<file path="src/rtl/comparator_lt_signed64_if.sv">
// comparator_lt_signed64_if: operand/result bundle for the registered signed compare unit
// COMPARATOR_UNSIGNED_EN adds the unsigned less-than result lu.
interface comparator_lt_signed64_if #(parameter int WIDTH = 64);
    logic             in_valid;
    logic [WIDTH-1:0] a;
    logic [WIDTH-1:0] b;
    logic             out_valid;
    logic [WIDTH-1:0] s;
    logic             c_o;
    logic             eq;
    logic             ls;
`ifdef COMPARATOR_UNSIGNED_EN
    logic             lu;
`endif
    modport master (
        output in_valid, a, b,
        input  out_valid, s, c_o, eq, ls
`ifdef COMPARATOR_UNSIGNED_EN
        , input lu
`endif
    );
    modport slave (
        input  in_valid, a, b,
        output out_valid, s, c_o, eq, ls
`ifdef COMPARATOR_UNSIGNED_EN
        , output lu
`endif
    );
endinterface

</file>
<file path="src/rtl/comparator_lt_signed64.sv">
// comparator_lt_signed64: registered A-B subtractor with equality and signed less-than flags
// COMPARATOR_UNSIGNED_EN adds a registered unsigned less-than flag lu = ~c_o.
module comparator_lt_signed64 #(
    parameter int WIDTH = 64
) (
    input logic                        clk,
    input logic                        rst_n,
    comparator_lt_signed64_if.slave    bus
);
    logic [WIDTH:0]   diff;
    logic             eq_n;
    logic             ls_n;
    logic             valid_d, valid_q;
    logic [WIDTH-1:0] s_d, s_q;
    logic             c_o_d, c_o_q;
    logic             eq_d, eq_q;
    logic             ls_d, ls_q;
`ifdef COMPARATOR_UNSIGNED_EN
    logic             lu_d, lu_q;
`endif

    // a + ~b + 1; with differing signs the negative operand is smaller regardless of overflow
    always_comb begin
        diff    = {1'b0, bus.a} + {1'b0, ~bus.b} + {{WIDTH{1'b0}}, 1'b1};
        eq_n    = ~|diff[WIDTH-1:0];
        ls_n    = (bus.a[WIDTH-1] != bus.b[WIDTH-1]) ? bus.a[WIDTH-1] : diff[WIDTH-1];
        valid_d = bus.in_valid;
        s_d     = bus.in_valid ? diff[WIDTH-1:0] : s_q;
        c_o_d   = bus.in_valid ? diff[WIDTH] : c_o_q;
        eq_d    = bus.in_valid ? eq_n : eq_q;
        ls_d    = bus.in_valid ? ls_n : ls_q;
`ifdef COMPARATOR_UNSIGNED_EN
        lu_d    = bus.in_valid ? ~diff[WIDTH] : lu_q;
`endif
    end

    // result registers, cleared asynchronously so in-flight results are dropped on reset
    always_ff @(posedge clk or negedge rst_n) begin
        if (!rst_n) begin
            valid_q <= 1'b0;
            s_q     <= '0;
            c_o_q   <= 1'b0;
            eq_q    <= 1'b0;
            ls_q    <= 1'b0;
`ifdef COMPARATOR_UNSIGNED_EN
            lu_q    <= 1'b0;
`endif
        end else begin
            valid_q <= valid_d;
            s_q     <= s_d;
            c_o_q   <= c_o_d;
            eq_q    <= eq_d;
            ls_q    <= ls_d;
`ifdef COMPARATOR_UNSIGNED_EN
            lu_q    <= lu_d;
`endif
        end
    end

    assign bus.out_valid = valid_q;
    assign bus.s         = s_q;
    assign bus.c_o       = c_o_q;
    assign bus.eq        = eq_q;
    assign bus.ls        = ls_q;
`ifdef COMPARATOR_UNSIGNED_EN
    assign bus.lu        = lu_q;
`endif
endmodule

</file>
<file path="src/flat_wrapper.sv">
// flat-port wrapper written by rule: the top's interface ports become plain ports
module comparator_lt_signed64_flat 
#(
    parameter int WIDTH = 64
)
  (clk, rst_n, bus_in_valid, bus_a, bus_b, bus_out_valid, bus_s, bus_c_o, bus_eq, bus_ls);
  comparator_lt_signed64_if #(.WIDTH(WIDTH)) bus_i ();
  input logic clk;
  input logic rst_n;
  input wire logic [$bits(bus_i.in_valid)-1:0] bus_in_valid;
  input wire logic [$bits(bus_i.a)-1:0] bus_a;
  input wire logic [$bits(bus_i.b)-1:0] bus_b;
  output wire logic [$bits(bus_i.out_valid)-1:0] bus_out_valid;
  output wire logic [$bits(bus_i.s)-1:0] bus_s;
  output wire logic [$bits(bus_i.c_o)-1:0] bus_c_o;
  output wire logic [$bits(bus_i.eq)-1:0] bus_eq;
  output wire logic [$bits(bus_i.ls)-1:0] bus_ls;
  assign bus_i.in_valid = bus_in_valid;
  assign bus_i.a = bus_a;
  assign bus_i.b = bus_b;
  assign bus_out_valid = bus_i.out_valid;
  assign bus_s = bus_i.s;
  assign bus_c_o = bus_i.c_o;
  assign bus_eq = bus_i.eq;
  assign bus_ls = bus_i.ls;
  comparator_lt_signed64 #(.WIDTH(WIDTH)) u_core (.clk(clk), .rst_n(rst_n), .bus(bus_i));
endmodule
</file>
<file path="config.mk">
export PLATFORM = sky130hd
export DESIGN_NAME = comparator_lt_signed64_flat
export DESIGN_NICKNAME = d
export VERILOG_FILES = /design/src/rtl/comparator_lt_signed64_if.sv /design/src/rtl/comparator_lt_signed64.sv /design/src/flat_wrapper.sv
export SDC_FILE = /design/constraint.sdc
export NUM_CORES = 1
export LEC_CHECK = 0
export CORE_ASPECT_RATIO = 0.8
export CORE_MARGIN = 3
export CORE_UTILIZATION = 39
export CTS_BUF_LIST = sky130_fd_sc_hd__clkbuf_8
export DETAILED_ROUTE_END_ITERATION = 16
export PLACE_DENSITY_LB_ADDON = 0.08
export SYNTH_ARGS = -nofsm -noshare
export SYNTH_HDL_FRONTEND = slang
export SYNTH_SLANG_ARGS = --single-unit
</file>
<file path="constraint.sdc">
create_clock -name clk -period 1.1 [get_ports clk]
set_input_delay 0.11 -clock clk [delete_from_list [all_inputs] [get_ports clk]]
set_output_delay 0.11 -clock clk [all_outputs]
set_load 0.01 [all_outputs]
</file>
==> results_tabular.tex, run 1 <==
\begin{tabular}{lr}
\hline
Metric & Value \\
\hline
\multicolumn{2}{l}{\textbf{Pwr}} \\
\quad Share of total power in the clock network & between 10\% and 20\% \\
\quad Switching Power & 6.47 mW \\
\quad Max IR drop VDD & $\sim$0.0008 V \\
\quad Combinational cell fraction of total power & 63.5\% \\
\quad Internal power of the cells & $\sim$9.9 mW \\
\quad Proportion of power drawn by flip-flops and latches & 21.0\% \\
\quad Total power divided by cell area & 1020 nW/µm² \\
\quad Proportion of total power due to net switching & 39.5\% \\
\quad Leakage power summed over all cells & around 7.7 nW \\
\multicolumn{2}{l}{\textbf{Clocking}} \\
\quad Clk\_lat worst skew & 0.38 ns \\
\quad Clock tree root buffer cell & sky130\_fd\_sc\_hd\_\_clkbuf\_8 \\
\quad Number of H-tree levels & 3 \\
\quad CTS sink cnt & 68 \\
\quad Clk pin slew, worst setup/hold paths & 0.08 ns \\
\quad TritonCTS buffer count & 9 \\
\quad Clock tree from TritonCTS & done \\
\quad Maximum buffer depth of the clock tree & 2 \\
\multicolumn{2}{l}{\textbf{Cells and area}} \\
\quad Post-layout nets & 1807 \\
\quad Share of final-layout standard cells stronger than drive strength 1 & approximately three fifths \\
\quad Antenna fix cells & 0 \\
\quad Post-route cell area & 16000 µm² \\
\quad Core occupancy in the finished layout & 87.5\% \\
\quad Area growth from synthesis to layout & 119\% \\
\quad Count of placed standard cells in the final layout, fillers left out & 1868 \\
\multicolumn{2}{l}{\textbf{STA}} \\
\quad Fraction of the cycle the final worst path needs & 384\% \\
\quad Transition time at the pin with the least slew margin & 0.857 ns \\
\quad Setup skew after layout & 0 ns \\
\quad Worst path setup slack after routing & -3.12 ns \\
\quad Total negative slack & -84.21 ns \\
\quad Setup repair after global routing missed its margin & true \\
\quad Setup-violating endpoint count in the final report & 64 \\
\quad Final Hold Violating Endpoints & 0 \\
\quad Worst slew margin relative to its limit & 42.9\% \\
\quad Max Slew Vio Count & 0 \\
\quad Time the worst path needs with I/O delays and setup & 4.22 ns \\
\quad Highest attainable clock frequency & 0.237 GHz \\
\multicolumn{2}{l}{\textbf{Setup path}} \\
\quad Crit-path max FO & 8 \\
\quad Required time of the worst setup path & 1.41 ns \\
\quad Worst path top cell family by delay & simple AND/OR/NAND/NOR gates \\
\quad Most prevalent standard cell on the critical path & sky130\_fd\_sc\_hd\_\_nand4\_1 \\
\quad Highest-delay cell along the critical path & sky130\_fd\_sc\_hd\_\_fa\_1 \\
\quad R2r worst-path depth & 2 \\
\quad Type of destination of the critical path & register \\
\quad Terminus of the critical flop-to-flop path & u\_core.bus.s[49]\$\_DFFE\_PN0P\_ \\
\quad Worst setup SP type & input port \\
\quad Chain of cells forming the critical path & clkdlybuf4s50\_1 > inv\_1 > ha\_1 > buf\_4 > nand3\_2 > nand2b\_4 > a211oi\_4 > o22a\_1 > a311o\_1 > nand3\_1 > nand2\_1 > a21o\_1 > a21oi\_2 > fa\_1 > nand4\_1 > or4\_4 > nor4\_4 > and4\_1 > nand4\_1 > nor4\_2 > nand4\_1 > o21ai\_1 \\
\quad Reg-to-Reg Start & u\_core.bus.s[49]\$\_DFFE\_PN0P\_ \\
\quad Worst setup path class & input port to register \\
\quad Arrival time at the worst endpoint & about 4.5 ns \\
\quad Slack of the worst reg-to-reg path & 0.16 ns \\
\quad Critical Path Max Stage Delay & 0.56 ns \\
\quad Total buffers and inverters traversed by the critical path & 3 \\
\multicolumn{2}{l}{\textbf{Routing}} \\
\quad Final Routed Wirelength & between 30 and 40 mm \\
\quad DR DRC count & 0 \\
\quad Via-per-instance ratio & between 5 and 6 \\
\quad Routed wirelength normalized by instance count & 21.0 µm \\
\quad Pre-Repair DR Iteration Count & 5 \\
\quad DRT antenna net count & 0 \\
\quad Via count & about 11000 \\
\quad DRC violation total after the first TritonRoute iteration & 922 \\
\multicolumn{2}{l}{\textbf{Synth}} \\
\quad Synth top cells by count & 94 x sky130\_fd\_sc\_hd\_\_inv\_1, 81 x sky130\_fd\_sc\_hd\_\_a21oi\_1, 68 x sky130\_fd\_sc\_hd\_\_dfrtp\_1, 68 x sky130\_fd\_sc\_hd\_\_nand2\_1, 66 x sky130\_fd\_sc\_hd\_\_nor2\_1 \\
\quad Cells taking the most area after synthesis & sky130\_fd\_sc\_hd\_\_dfrtp\_1 23\%, sky130\_fd\_sc\_hd\_\_ha\_1 11\%, sky130\_fd\_sc\_hd\_\_mux2\_2 7.2\%, sky130\_fd\_sc\_hd\_\_a21oi\_1 5.5\%, sky130\_fd\_sc\_hd\_\_inv\_1 4.8\% \\
\quad Cell accounting for the most synthesized area & sky130\_fd\_sc\_hd\_\_dfrtp\_1 \\
\quad Synthesis-stage register bit count & 68 \\
\quad Per-instance average area after synthesis & 7.83 µm² \\
\quad Number of warning messages in the yosys log & 0 \\
\quad Synthesized cell area & 7310 µm² \\
\quad Most common cell in the synthesized netlist & sky130\_fd\_sc\_hd\_\_inv\_1 \\
\quad Number of enable flip-flop cells after synthesis & 0 \\
\quad Post-synthesis sequential area ratio & 23.3\% \\
\quad Cell count after synthesis & about 930 \\
\quad Share of flip-flops with an asynchronous set or reset after synthesis & 100\% \\
\quad Number of distinct library cell variants in the gate-level netlist after synthesis & 73 \\
\quad Fraction of synthesized cell area taken by the top area cell type & 23.3\% \\
\quad Synthesized net count & approximately 1100 \\
\quad Main synth FF type & sky130\_fd\_sc\_hd\_\_dfrtp\_1 \\
\multicolumn{2}{l}{\textbf{Floorplan}} \\
\quad Die height & 128 µm \\
\quad Starting density of the core & 40.0\% \\
\quad Boundary pin count & 199 \\
\quad Placeable core region & 18300 µm² \\
\quad Die Wd & around 160 µm \\
\quad Cell Rows & 44 \\
\quad Die ar. & $\sim$20000 µm² \\
\multicolumn{2}{l}{\textbf{Worst hold path}} \\
\quad Launch point of the worst hold path & bus\_b[0] \\
\quad Class of the tightest hold or removal check & input port to register \\
\quad Hold Path Depth & 3 \\
\quad End point of the worst hold path & u\_core.bus.s[0]\$\_DFFE\_PN0P\_ \\
\multicolumn{2}{l}{\textbf{Status}} \\
\quad Violated checks & negative setup slack \\
\quad Outcome & finished, violations left \\
\multicolumn{2}{l}{\textbf{Global route}} \\
\quad Number of global-route vias before repair & 10179 \\
\quad Initial antenna violation count & 0 \\
\quad Total congestion overflow after global routing & 0 \\
\quad All-layer global routing usage & 32.9\% \\
\quad First-pass GRT wire length & 54.2 mm \\
\quad Pin count of the biggest net entering global routing & 82 \\
\multicolumn{2}{l}{\textbf{Flow run}} \\
\quad Max\_cap viols & 0 \\
\multicolumn{2}{l}{\textbf{Place}} \\
\quad Post-detail-place hpwl & 24.4 mm \\
\quad Cell area after placement & 12900 µm² \\
\quad Final RePlAce weighted congestion & just over 0.9 \\
\quad Buffers on Ports & 198 \\
\quad Number of instances in the placed design & 1706 \\
\hline
\end{tabular}
==> cell families after synthesis <==
kind of cell | Yosys count | synth area share (%)
compound gates | 288 | 25.8
xor+xnor | 41 | 4.91
flops | 68 | 23.3
fa+ha+maj | 66 | 11.5
mux | 53 | 8.06
buf+inv | 135 | 7.12
simple gates | 283 | 19.4
==> cell usage in the layout, fill, tap and decap left out, types with 19 or more instances in the layout <==
master and n:
sky130_fd_sc_hd__nor2_1 50, sky130_fd_sc_hd__clkbuf_2 38, sky130_fd_sc_hd__nand4_1 33, sky130_fd_sc_hd__buf_6 96, sky130_fd_sc_hd__a21oi_1 25, sky130_fd_sc_hd__inv_1 46
sky130_fd_sc_hd__dlygate4sd2_1 25, sky130_fd_sc_hd__buf_4 419, sky130_fd_sc_hd__o21ai_0 23, sky130_fd_sc_hd__inv_2 39, sky130_fd_sc_hd__dlymetal6s2s_1 39, sky130_fd_sc_hd__nand3_1 23
sky130_fd_sc_hd__a21o_1 32, sky130_fd_sc_hd__a21oi_2 20, sky130_fd_sc_hd__ha_4 51, sky130_fd_sc_hd__buf_2 36, sky130_fd_sc_hd__a21oi_4 38, sky130_fd_sc_hd__dfrtp_1 68
sky130_fd_sc_hd__nand2_1 43, sky130_fd_sc_hd__o21ai_2 19, sky130_fd_sc_hd__mux2_2 36, sky130_fd_sc_hd__clkdlybuf4s50_1 29
==> how the worst max path moves through the flow <==
stage / startpoint / endpoint / slack (ns) / cells after the start
after global placement: bus_b[38] / u_core.bus.eq$_DFFE_PN0P_ / -3.66 / 23
after CTS: bus_b[40] / u_core.bus.eq$_DFFE_PN0P_ / -2.97 / 23
after global routing: bus_b[48] / u_core.bus.eq$_DFFE_PN0P_ / -3.31 / 22
after detailed placement: bus_b[38] / u_core.bus.eq$_DFFE_PN0P_ / -3.91 / 23
after floorplan: bus_a[38] / u_core.bus.eq$_DFFE_PN0P_ / -2.87 / 22
final: bus_b[48] / u_core.bus.eq$_DFFE_PN0P_ / -3.12 / 22
==> through the flow <==
| stage | setup slack [ns] | power (mW) | hold slack, ns |
|---|---|---|---|
| after global placement | -3.66 | 11.7 | 0.173 |
| after detailed placement | -3.91 | 11.8 | 0.188 |
| after floorplan | -2.87 | 7.25 | -0.186 |
| after CTS | -2.97 | 15.2 | 0.156 |
| after global routing | -3.31 | 17.1 | 0.0776 |
| final | -3.12 | 16.4 | 0.0762 |
==> per-layer routing <==
layer  vias up  GRT usage (%)  part of all wire (%)
met5         -              0                     0
met4         0           7.98                   3.9
met3       172           7.98                   9.4
met2       629           55.7                    47
met1      5235           42.8                    40
li1       4778              -                     -
==> power groups by stage <==
stage | Sequential [mW] | Clock [mW] | Combinational (mW)
2_1_floorplan | 3.72 | 0 | 3.53
3_3_place_gp | 3.46 | 0 | 8.27
3_5_place_dp | 3.47 | 0 | 8.32
4_1_cts | 3.44 | 2.57 | 9.24
5_1_grt | 3.50 | 2.69 | 11.0
6_report | 3.43 | 2.55 | 10.4
==> tightest hold or removal path, stage by stage <==
cell and delay (ns):
sky130_fd_sc_hd__buf_2 0.11, sky130_fd_sc_hd__ha_4 0.14, sky130_fd_sc_hd__mux2i_1 0.06
==> layout make-up <==
cell class / count / area (µm²)
well taps: 253 / 317
multi-input cells: 731 / 7460
flip-flops and latches: 68 / 1700
inverters: 94 / 403
clock inverters: 6 / 87.6
repair buffers: 706 / 5890
clock buffers: 10 / 138
fillers: 909 / 2290
==> sequential cells by signal (all words and copies together), names as in the netlist <==
signal,flops
u_core.bus.s,64
u_core.bus.c_o,1
u_core.bus.eq,1
u_core.bus.ls,1
u_core.bus.out_valid,1
==> repair_timing <==
item	in CTS	in global routing
hold endpoints to repair	68	0
resized for setup	475	347
setup buffers	99	79
setup endpoints to repair	134	116
hold buffers	1	0
pin swaps	121	106
Note: power is estimated with default switching activity, not from simulation.
==> run 2, diff against run 1 <==
ABC_AREA = 1   (was default)
==> run 2 against run 1 <==
  * The run still ends with negative setup slack left
  * Sequential power decreased by 6%
  * Largest cell class unchanged
  * Critical path type unchanged
  * Die area increased by 16%
  * Global-route usage increased by 2.9 points
  * Total power increased by 10%
  * Core utilization increased by 5.1 points
  * Sequential share of layout area decreased by 1.9 points
  * Area after synthesis increased by 17%
==> results_tabular.tex, run 2 <==
\begin{tabular}{lr}
\hline
Metric & Value \\
\hline
\multicolumn{2}{l}{\textbf{Synth}} \\
\quad Number of distinct library cell variants in the gate-level netlist after synthesis & 38 (-48\%) \\
\quad Synthesized cell area & 8570 µm² (+17\%) \\
\quad Main combinational cell family by area after synthesis & simple AND/OR/NAND/NOR gates \\
\quad Number of enable flip-flop cells after synthesis & 0 (unchanged) \\
\quad Fraction of synthesized cell area in xor and xnor cells & 0.715\% (-4.2 points) \\
\quad Per-instance average area after synthesis & 5.54 µm² (-29\%) \\
\quad Most common cell in the synthesized netlist & sky130\_fd\_sc\_hd\_\_nand2\_1 \\
\quad Cells taking the most area after synthesis & sky130\_fd\_sc\_hd\_\_nand2\_1 26\%, sky130\_fd\_sc\_hd\_\_dfrtp\_1 20\%, sky130\_fd\_sc\_hd\_\_inv\_1 14\%, sky130\_fd\_sc\_hd\_\_ha\_1 9.3\%, sky130\_fd\_sc\_hd\_\_nor2\_1 7.3\% \\
\quad Cell count after synthesis & 1548 (+66\%) \\
\quad Synthesis-stage register bit count & 68 (unchanged) \\
\quad Cell accounting for the most synthesized area & sky130\_fd\_sc\_hd\_\_nand2\_1 \\
\quad Fraction of synthesized cell area taken by the top area cell type & 26.4\% (+3.1 points) \\
\quad Number of warning messages in the yosys log & 0 (unchanged) \\
\quad Area fraction in compound gates after synthesis & 10.5\% (-15 points) \\
\quad Synthesized net count & 1745 (+54\%) \\
\quad Arithmetic-cell share of the synthesized area counting full adders, half adders and majority gates & 9.81\% (-1.7 points) \\
\quad Main synth FF type & sky130\_fd\_sc\_hd\_\_dfrtp\_1 \\
\quad Synth top cells by count & 602 x sky130\_fd\_sc\_hd\_\_nand2\_1, 311 x sky130\_fd\_sc\_hd\_\_inv\_1, 166 x sky130\_fd\_sc\_hd\_\_nor2\_1, 68 x sky130\_fd\_sc\_hd\_\_dfrtp\_1, 64 x sky130\_fd\_sc\_hd\_\_ha\_1 \\
\quad Share of flip-flops with an asynchronous set or reset after synthesis & 100\% (unchanged) \\
\quad Share of synthesized area spent on multiplexers & 0\% (-8.1 points) \\
\quad Simple-gate portion of the synthesized area & 44.5\% (+25 points) \\
\quad Post-synthesis sequential area ratio & 19.9\% (-3.4 points) \\
\multicolumn{2}{l}{\textbf{Setup path}} \\
\quad Highest-delay cell along the critical path & sky130\_fd\_sc\_hd\_\_fa\_2 \\
\quad Worst setup SP type & input port \\
\quad Most prevalent standard cell on the critical path & sky130\_fd\_sc\_hd\_\_nand2\_2 \\
\quad R2r worst-path depth & 2 (unchanged) \\
\quad Total buffers and inverters traversed by the critical path & 4 (+1) \\
\quad Required time of the worst setup path & 1.40 ns (about the same) \\
\quad Terminus of the critical flop-to-flop path & u\_core.bus.s[57]\$\_DFFE\_PN0P\_ \\
\quad Slack of the worst reg-to-reg path & 0.24 ns (+0.08 ns) \\
\quad Type of destination of the critical path & register \\
\quad Worst setup endpoint & u\_core.bus.eq\$\_DFFE\_PN0P\_ \\
\quad Reg-to-Reg Start & u\_core.bus.s[57]\$\_DFFE\_PN0P\_ \\
\quad Worst path depth & 29 (+32\%) \\
\quad Arrival time at the worst endpoint & 3.52 ns (-1.02 ns) \\
\quad Worst path top cell family by delay & simple AND/OR/NAND/NOR gates \\
\quad Worst setup path class & input port to register \\
\quad Critical Path Max Stage Delay & 0.57 ns (about the same) \\
\quad Worst setup path start & bus\_b[14] \\
\quad Crit-path max FO & 3 (-5) \\
\multicolumn{2}{l}{\textbf{Routing}} \\
\quad Pre-Repair DR Iteration Count & 6 (+1) \\
\quad DRT antenna net count & 0 (unchanged) \\
\quad Routed wirelength normalized by instance count & 24.3 µm (+16\%) \\
\quad DRC violation total after the first TritonRoute iteration & 2313 (+150\%) \\
\quad Final Routed Wirelength & 61.7 mm (+57\%) \\
\quad Via count & 15518 (+43\%) \\
\quad Via-per-instance ratio & 6.11 (+5.5\%) \\
\quad DR DRC count & 0 (unchanged) \\
\multicolumn{2}{l}{\textbf{Status}} \\
\quad Violated checks & negative setup slack \\
\quad Outcome & finished, violations left \\
\multicolumn{2}{l}{\textbf{Global route}} \\
\quad Initial antenna violation count & 3 (+3) \\
\quad Pin count of the biggest net entering global routing & 35 (-57\%) \\
\quad Total congestion overflow after global routing & 0 (unchanged) \\
\quad All-layer global routing usage & 35.8\% (+2.9 points) \\
\quad Number of global-route vias before repair & 13138 (+29\%) \\
\quad First-pass GRT wire length & 67.6 mm (+25\%) \\
\multicolumn{2}{l}{\textbf{Pwr}} \\
\quad Total power divided by cell area & 923 nW/µm² (-9.9\%) \\
\quad Max IR drop VDD & 0.000647 V (-19\%) \\
\quad Final Power & 18.0 mW (+10\%) \\
\quad Leakage power summed over all cells & 10.6 nW (+38\%) \\
\multicolumn{2}{l}{\textbf{Cells and area}} \\
\quad Highest-count cells in the layout ignoring fill and taps & 381 x sky130\_fd\_sc\_hd\_\_buf\_4, 282 x sky130\_fd\_sc\_hd\_\_nand2\_1, 197 x sky130\_fd\_sc\_hd\_\_nand2\_2 \\
\quad Share of final-layout standard cells stronger than drive strength 1 & 63.9\% (+2.5 points) \\
\quad Commonest non-fill, non-tap cell in the layout & sky130\_fd\_sc\_hd\_\_buf\_4 \\
\quad Area growth from synthesis to layout & 128\% \\
\quad Flip-flop count of the largest register after layout & 64 (unchanged) \\
\quad Fillers & 735 (-19\%) \\
\quad Core occupancy in the finished layout & 92.6\% (+5.1 points) \\
\quad Sequential cell area in the final layout & 1700 µm² (unchanged) \\
\quad Multi-input gate area in the final layout & 9720 µm² (+30\%) \\
\quad Post-layout nets & 2462 (+36\%) \\
\multicolumn{2}{l}{\textbf{Clocking}} \\
\quad Clk\_lat worst skew & 0.37 ns (about the same) \\
\quad Clock tree root buffer cell & sky130\_fd\_sc\_hd\_\_clkbuf\_8 \\
\quad Clock tree from TritonCTS & done \\
\quad TritonCTS buffer count & 9 (unchanged) \\
\quad Number of H-tree levels & 3 (unchanged) \\
\quad Maximum buffer depth of the clock tree & 2 (unchanged) \\
\quad Clk pin slew, worst setup/hold paths & 0.08 ns (about the same) \\
\quad CTS sink cnt & 68 (unchanged) \\
\multicolumn{2}{l}{\textbf{Floorplan}} \\
\quad Placeable core region & 21100 µm² (+16\%) \\
\quad Starting density of the core & 40.6\% (+0.60 points) \\
\quad Die ar. & 23800 µm² (+16\%) \\
\quad Die Wd & 172 µm (+8.0\%) \\
\quad Boundary pin count & 199 (unchanged) \\
\quad Die height & 139 µm (+7.9\%) \\
\quad Cell Rows & 47 (+6.8\%) \\
\multicolumn{2}{l}{\textbf{STA}} \\
\quad Setup repair after global routing missed its margin & true \\
\quad Fraction of the cycle the final worst path needs & 292\% (-92 points) \\
\quad Final Hold Violating Endpoints & 0 (unchanged) \\
\quad Worst path setup slack after routing & -2.12 ns (+1.01 ns) \\
\quad Highest attainable clock frequency & 0.311 GHz (+31\%) \\
\quad Transition time at the pin with the least slew margin & 0.470 ns (-0.386 ns) \\
\quad Setup-violating endpoint count in the final report & 69 (+7.8\%) \\
\quad Max Slew Vio Count & 0 (unchanged) \\
\quad Time the worst path needs with I/O delays and setup & 3.22 ns (-1.01 ns) \\
\quad Worst slew margin relative to its limit & 68.3\% (+25 points) \\
\quad Total negative slack & -49.35 ns (+34.87 ns) \\
\quad Setup skew after layout & 0 ns (unchanged) \\
\multicolumn{2}{l}{\textbf{Place}} \\
\quad Buffers on Ports & 198 (unchanged) \\
\quad Setup Slack @ Placement & -2.71 ns (+1.20 ns) \\
\quad Final RePlAce weighted congestion & 0.938 (+1.5\%) \\
\quad Post-detail-place hpwl & 32.5 mm (+33\%) \\
\multicolumn{2}{l}{\textbf{Worst hold path}} \\
\quad Class of the tightest hold or removal check & input port to register \\
\multicolumn{2}{l}{\textbf{Flow run}} \\
\quad Max\_cap viols & 0 (unchanged) \\
\hline
\end{tabular}
## run 2: cell types whose count changed in the layout (fill, tap and decap cells not counted), sizes merged, moves of 19 or more
cell,before,now
dlymetal6s2s,39,58
nand2,68,616
a21o,33,2
buf,559,616
nand3,28,66
a21oi,83,60
clkdlybuf4s50,29,6
inv,94,319
mux2,47,0
xnor2,25,6
nor2,66,181
## run 2: worst min-delay path by stage
stage              from                           to  cells after the start
2_1_floorplan     rst_n   u_core.bus.c_o$_DFFE_PN0P_                      0
4_1_cts        bus_b[0]  u_core.bus.s[0]$_DFFE_PN0P_                      3
3_5_place_dp      rst_n   u_core.bus.c_o$_DFFE_PN0P_                      1
3_3_place_gp      rst_n   u_core.bus.c_o$_DFFE_PN0P_                      1
6_report       bus_b[0]  u_core.bus.s[0]$_DFFE_PN0P_                      3
5_1_grt        bus_b[0]  u_core.bus.s[0]$_DFFE_PN0P_                      3
## run 2: logic make-up (layout without fill, tap and decap cells)
| group | count (synthesis) | count (layout) |
|---|---|---|
| compound gates | 162 | 162 |
| xor+xnor | 7 | 7 |
| fa+ha+maj | 66 | 66 |
| buf+inv | 333 | 1055 |
| flops | 68 | 68 |
| other cells | 0 | 1 |
| simple gates | 912 | 912 |
## run 2: where the power goes
group	internal [mW]	switching (mW)	total (mW)
clock	1.18	1.17	2.35
combinational	5.70	6.75	12.4
sequential	2.91	0.335	3.24
## run 2: worst reg2reg max path: stages, from the launching register on
cell	delay, ns
sky130_fd_sc_hd__dfrtp_1	0.43
sky130_fd_sc_hd__nor2_1	0.26
sky130_fd_sc_hd__a31oi_4	0.04
## run 2: layer usage
layer	vias to the layer above	GRT usage, %	share of wire [%]
met1	7065	47.6	34
met2	1634	58.1	44
met4	4	11.4	8.7
li1	6197	-	-
met5	-	0	0.049
met3	618	7.78	13
## run 2: final cells by class
class,instances,share of cell area (%)
antenna,1,0.0128
clock buffer,11,0.774
clock inverter,5,0.301
inverter,318,6.72
multi-input combinational,1147,49.7
sequential,68,8.70
tap,269,1.72
timing repair buffer,721,32.1
## run 2: timing repair
action	in CTS	in global routing
pin swaps	248	309
gates resized for setup	827	726
setup endpoints to repair	134	121
endpoints found under the hold margin	68	0
hold buffers	1	0
setup buffers	130	100
## run 2: through the flow
| step | cell area [µm²] | hold slack (ns) | cells |
|---|---|---|---|
| floorplan | 9780 | -0.186 | 1548 |
| global placement | 14800 | -0.0142 | 2363 |
| detailed placement | 14800 | -0.0125 | 2363 |
| CTS | 17000 | 0.113 | 2503 |
| global route | 19500 | 0.151 | 2539 |
| finish | 19600 | 0.160 | 2540 |
==> run 3, diff against run 2 <==
DONT_BUFFER_PORTS = 1   (was default)
==> run 3 against run 2 <==
  * Largest power group unchanged
  * Sequential share of layout area is 1.4 points higher
  * Final area is 14% lower
  * The flow finishes with violations (negative hold slack, negative setup slack)
  * Die area is the same
  * Clock power is 19% lower
  * Clock skew is the same
==> results_tabular.tex, run 3 (same netlist as run 2, synthesis figures left out) <==
\begin{tabular}{lr}
\hline
Metric & Value \\
\hline
\multicolumn{2}{l}{\textbf{Global route}} \\
\quad First-pass GRT wire length & 56.4 mm (-17\%) \\
\quad All-layer global routing usage & 30.0\% (-5.8 points) \\
\quad Total congestion overflow after global routing & 0 (unchanged) \\
\quad Number of global-route vias before repair & 10764 (-18\%) \\
\quad Initial antenna violation count & 0 (-3) \\
\quad Pin count of the biggest net entering global routing & 69 (+97\%) \\
\multicolumn{2}{l}{\textbf{Setup path}} \\
\quad Worst setup endpoint & u\_core.bus.eq\$\_DFFE\_PN0P\_ \\
\quad R2r worst-path depth & 2 (unchanged) \\
\quad Highest-delay cell along the critical path & sky130\_fd\_sc\_hd\_\_ha\_4 \\
\quad Reg-to-Reg Start & u\_core.bus.s[50]\$\_DFFE\_PN0P\_ \\
\quad Worst setup path start & bus\_b[14] \\
\quad Critical Path Max Stage Delay & 0.21 ns (-0.36 ns) \\
\quad Most prevalent standard cell on the critical path & sky130\_fd\_sc\_hd\_\_buf\_6 \\
\quad Type of destination of the critical path & register \\
\quad Worst setup path class & input port to register \\
\quad Arrival time at the worst endpoint & 3.07 ns (-0.45 ns) \\
\quad Worst setup SP type & input port \\
\quad Required time of the worst setup path & 1.40 ns (about the same) \\
\quad Crit-path max FO & 3 (unchanged) \\
\quad Slack of the worst reg-to-reg path & 0.27 ns (+0.03 ns) \\
\quad Terminus of the critical flop-to-flop path & u\_core.bus.s[50]\$\_DFFE\_PN0P\_ \\
\multicolumn{2}{l}{\textbf{Routing}} \\
\quad Routed wirelength normalized by instance count & 18.0 µm (-26\%) \\
\quad Final Routed Wirelength & 40.7 mm (-34\%) \\
\quad DRT antenna net count & 0 (unchanged) \\
\quad Pre-Repair DR Iteration Count & 5 (-1) \\
\quad Via count & 11647 (-25\%) \\
\quad DRC violation total after the first TritonRoute iteration & 902 (-61\%) \\
\quad Via-per-instance ratio & 5.16 (-16\%) \\
\quad DR DRC count & 0 (unchanged) \\
\multicolumn{2}{l}{\textbf{Clocking}} \\
\quad Clock tree root buffer cell & sky130\_fd\_sc\_hd\_\_clkbuf\_8 \\
\quad Hold buffers post-CTS & 1 (unchanged) \\
\quad TritonCTS buffer count & 9 (unchanged) \\
\quad Maximum buffer depth of the clock tree & 2 (unchanged) \\
\quad Number of H-tree levels & 3 (unchanged) \\
\quad Clk\_lat worst skew & 0.35 ns (-0.02 ns) \\
\quad CTS sink cnt & 68 (unchanged) \\
\quad Clk pin slew, worst setup/hold paths & 0.08 ns (about the same) \\
\quad Clock tree from TritonCTS & done \\
\multicolumn{2}{l}{\textbf{STA}} \\
\quad Setup-violating endpoint count in the final report & 62 (-10\%) \\
\quad Highest attainable clock frequency & 0.360 GHz (+16\%) \\
\quad Total negative slack & -30.25 ns (+19.10 ns) \\
\quad Final Hold Violating Endpoints & 100 (+100) \\
\quad Time the worst path needs with I/O delays and setup & 2.78 ns (-0.439 ns) \\
\quad Worst hold slack after final layout & -0.562 ns (-0.721 ns) \\
\quad Max Slew Vio Count & 0 (unchanged) \\
\quad Worst slew margin relative to its limit & 72.4\% (+4.1 points) \\
\quad Transition time at the pin with the least slew margin & 0.409 ns (-0.0614 ns) \\
\quad Worst path setup slack after routing & -1.68 ns (+0.439 ns) \\
\quad Setup repair after global routing missed its margin & true \\
\quad Fraction of the cycle the final worst path needs & 252\% (-40 points) \\
\quad Setup skew after layout & 0 ns (unchanged) \\
\multicolumn{2}{l}{\textbf{Floorplan}} \\
\quad Boundary pin count & 199 (unchanged) \\
\quad Die height & 139 µm (unchanged) \\
\quad Die ar. & 23800 µm² (unchanged) \\
\quad Placeable core region & 21100 µm² (unchanged) \\
\quad Cell Rows & 47 (unchanged) \\
\quad Starting density of the core & 40.6\% (unchanged) \\
\quad Die Wd & 172 µm (unchanged) \\
\multicolumn{2}{l}{\textbf{Cells and area}} \\
\quad Fillers & 1413 (+92\%) \\
\quad Post-route cell area & 16800 µm² (-14\%) \\
\quad Flip-flop count of the largest register after layout & 64 (unchanged) \\
\quad Area growth from synthesis to layout & 95.9\% \\
\quad Commonest non-fill, non-tap cell in the layout & sky130\_fd\_sc\_hd\_\_nand2\_1 \\
\quad Multi-input gate area in the final layout & 9340 µm² (-3.9\%) \\
\quad Core occupancy in the finished layout & 79.5\% (-13 points) \\
\quad Highest-count cells in the layout ignoring fill and taps & 303 x sky130\_fd\_sc\_hd\_\_nand2\_1, 292 x sky130\_fd\_sc\_hd\_\_buf\_4, 210 x sky130\_fd\_sc\_hd\_\_inv\_1 \\
\quad Count of placed standard cells in the final layout, fillers left out & 2257 (-11\%) \\
\quad Post-layout nets & 2180 (-11\%) \\
\quad Sequential cell area in the final layout & 1700 µm² (unchanged) \\
\quad Antenna fix cells & 0 (-1) \\
\quad Share of final-layout standard cells stronger than drive strength 1 & 59.5\% (-4.4 points) \\
\multicolumn{2}{l}{\textbf{Place}} \\
\quad Number of instances in the placed design & 2147 (-9.1\%) \\
\quad Cell area after placement & 12600 µm² (-14\%) \\
\quad Buffers on Ports & 0 (-100\%) \\
\quad Final RePlAce weighted congestion & 0.932 (-0.60\%) \\
\quad Setup Slack @ Placement & -2.12 ns (+0.588 ns) \\
\quad Post-detail-place hpwl & 29.8 mm (-8.2\%) \\
\multicolumn{2}{l}{\textbf{Pwr}} \\
\quad Max IR drop VDD & 0.000497 V (-23\%) \\
\quad Leakage power summed over all cells & 8.57 nW (-19\%) \\
\quad Final Power & 15.0 mW (-17\%) \\
\quad Total power divided by cell area & 892 nW/µm² (-3.3\%) \\
\multicolumn{2}{l}{\textbf{Worst hold path}} \\
\quad Class of the tightest hold or removal check & input port to async pin \\
\multicolumn{2}{l}{\textbf{Status}} \\
\quad Violated checks & negative hold slack, negative setup slack \\
\quad Outcome & finished, violations left \\
\multicolumn{2}{l}{\textbf{Flow run}} \\
\quad Max\_cap viols & 0 (unchanged) \\
\hline
\end{tabular}
-- run 3: cell count changes in the layout (fill, tap and decap cells not counted), moves of 20 or more --
cell	delta
sky130_fd_sc_hd__buf_2	-57
sky130_fd_sc_hd__buf_4	-89
sky130_fd_sc_hd__buf_6	-27
sky130_fd_sc_hd__clkbuf_2	-26
sky130_fd_sc_hd__dlymetal6s2s_1	-58
sky130_fd_sc_hd__inv_1	+25
sky130_fd_sc_hd__inv_2	-20
sky130_fd_sc_hd__nand2_1	+21
sky130_fd_sc_hd__nand2_4	-25
-- run 3: layout make-up --
type | count | area share [%]
well taps | 269 | 2.01
clock buffers | 10 | 0.820
flip-flops and latches | 68 | 10.1
repair buffers | 439 | 23.2
multi-input cells | 1147 | 55.6
inverters | 318 | 7.99
clock inverters | 6 | 0.194
-- run 3: metal layers --
| layer | global-route usage (%) | vias up | part of all wire, % |
|---|---|---|---|
| met2 | 43.6 | 489 | 44 |
| met1 | 44.4 | 5429 | 45 |
| li1 | - | 5634 | - |
| met4 | 6.97 | 0 | 2.7 |
| met5 | 0 | - | 0 |
| met3 | 7.84 | 95 | 8.5 |
-- run 3: repair_timing --
item,in CTS,in global routing
buffers inserted,50,73
endpoints found under the hold margin,101,100
setup endpoints to repair,62,63
resized for setup,426,478
pin swaps,130,170
-- run 3: how the worst min path moves through the flow --
stage | startpoint | cells after the start | slack, ns | endpoint
3_5_place_dp | rst_n | 0 | -0.18 | u_core.bus.c_o$_DFFE_PN0P_
6_report | rst_n | 0 | -0.56 | u_core.bus.s[56]$_DFFE_PN0P_
4_1_cts | rst_n | 0 | -0.58 | u_core.bus.s[49]$_DFFE_PN0P_
2_1_floorplan | rst_n | 0 | -0.19 | u_core.bus.c_o$_DFFE_PN0P_
5_1_grt | rst_n | 0 | -0.57 | u_core.bus.s[58]$_DFFE_PN0P_
3_3_place_gp | rst_n | 0 | -0.18 | u_core.bus.c_o$_DFFE_PN0P_
-- run 3: power by group --
| part | switching (mW) | internal, mW | leakage [nW] |
|---|---|---|---|
| sequential | 0.560 | 2.91 | 0.801 |
| combinational | 4.97 | 4.63 | 7.67 |
| clock | 1.05 | 0.856 | 0.0907 |
| total | 6.58 | 8.40 | 8.57 |
-- run 3: critical path, delay by kind of cell --
kind	cells	cell delay, ns
buf+inv	14	1.36
simple gates	17	1.41
fa+ha+maj	1	0.21
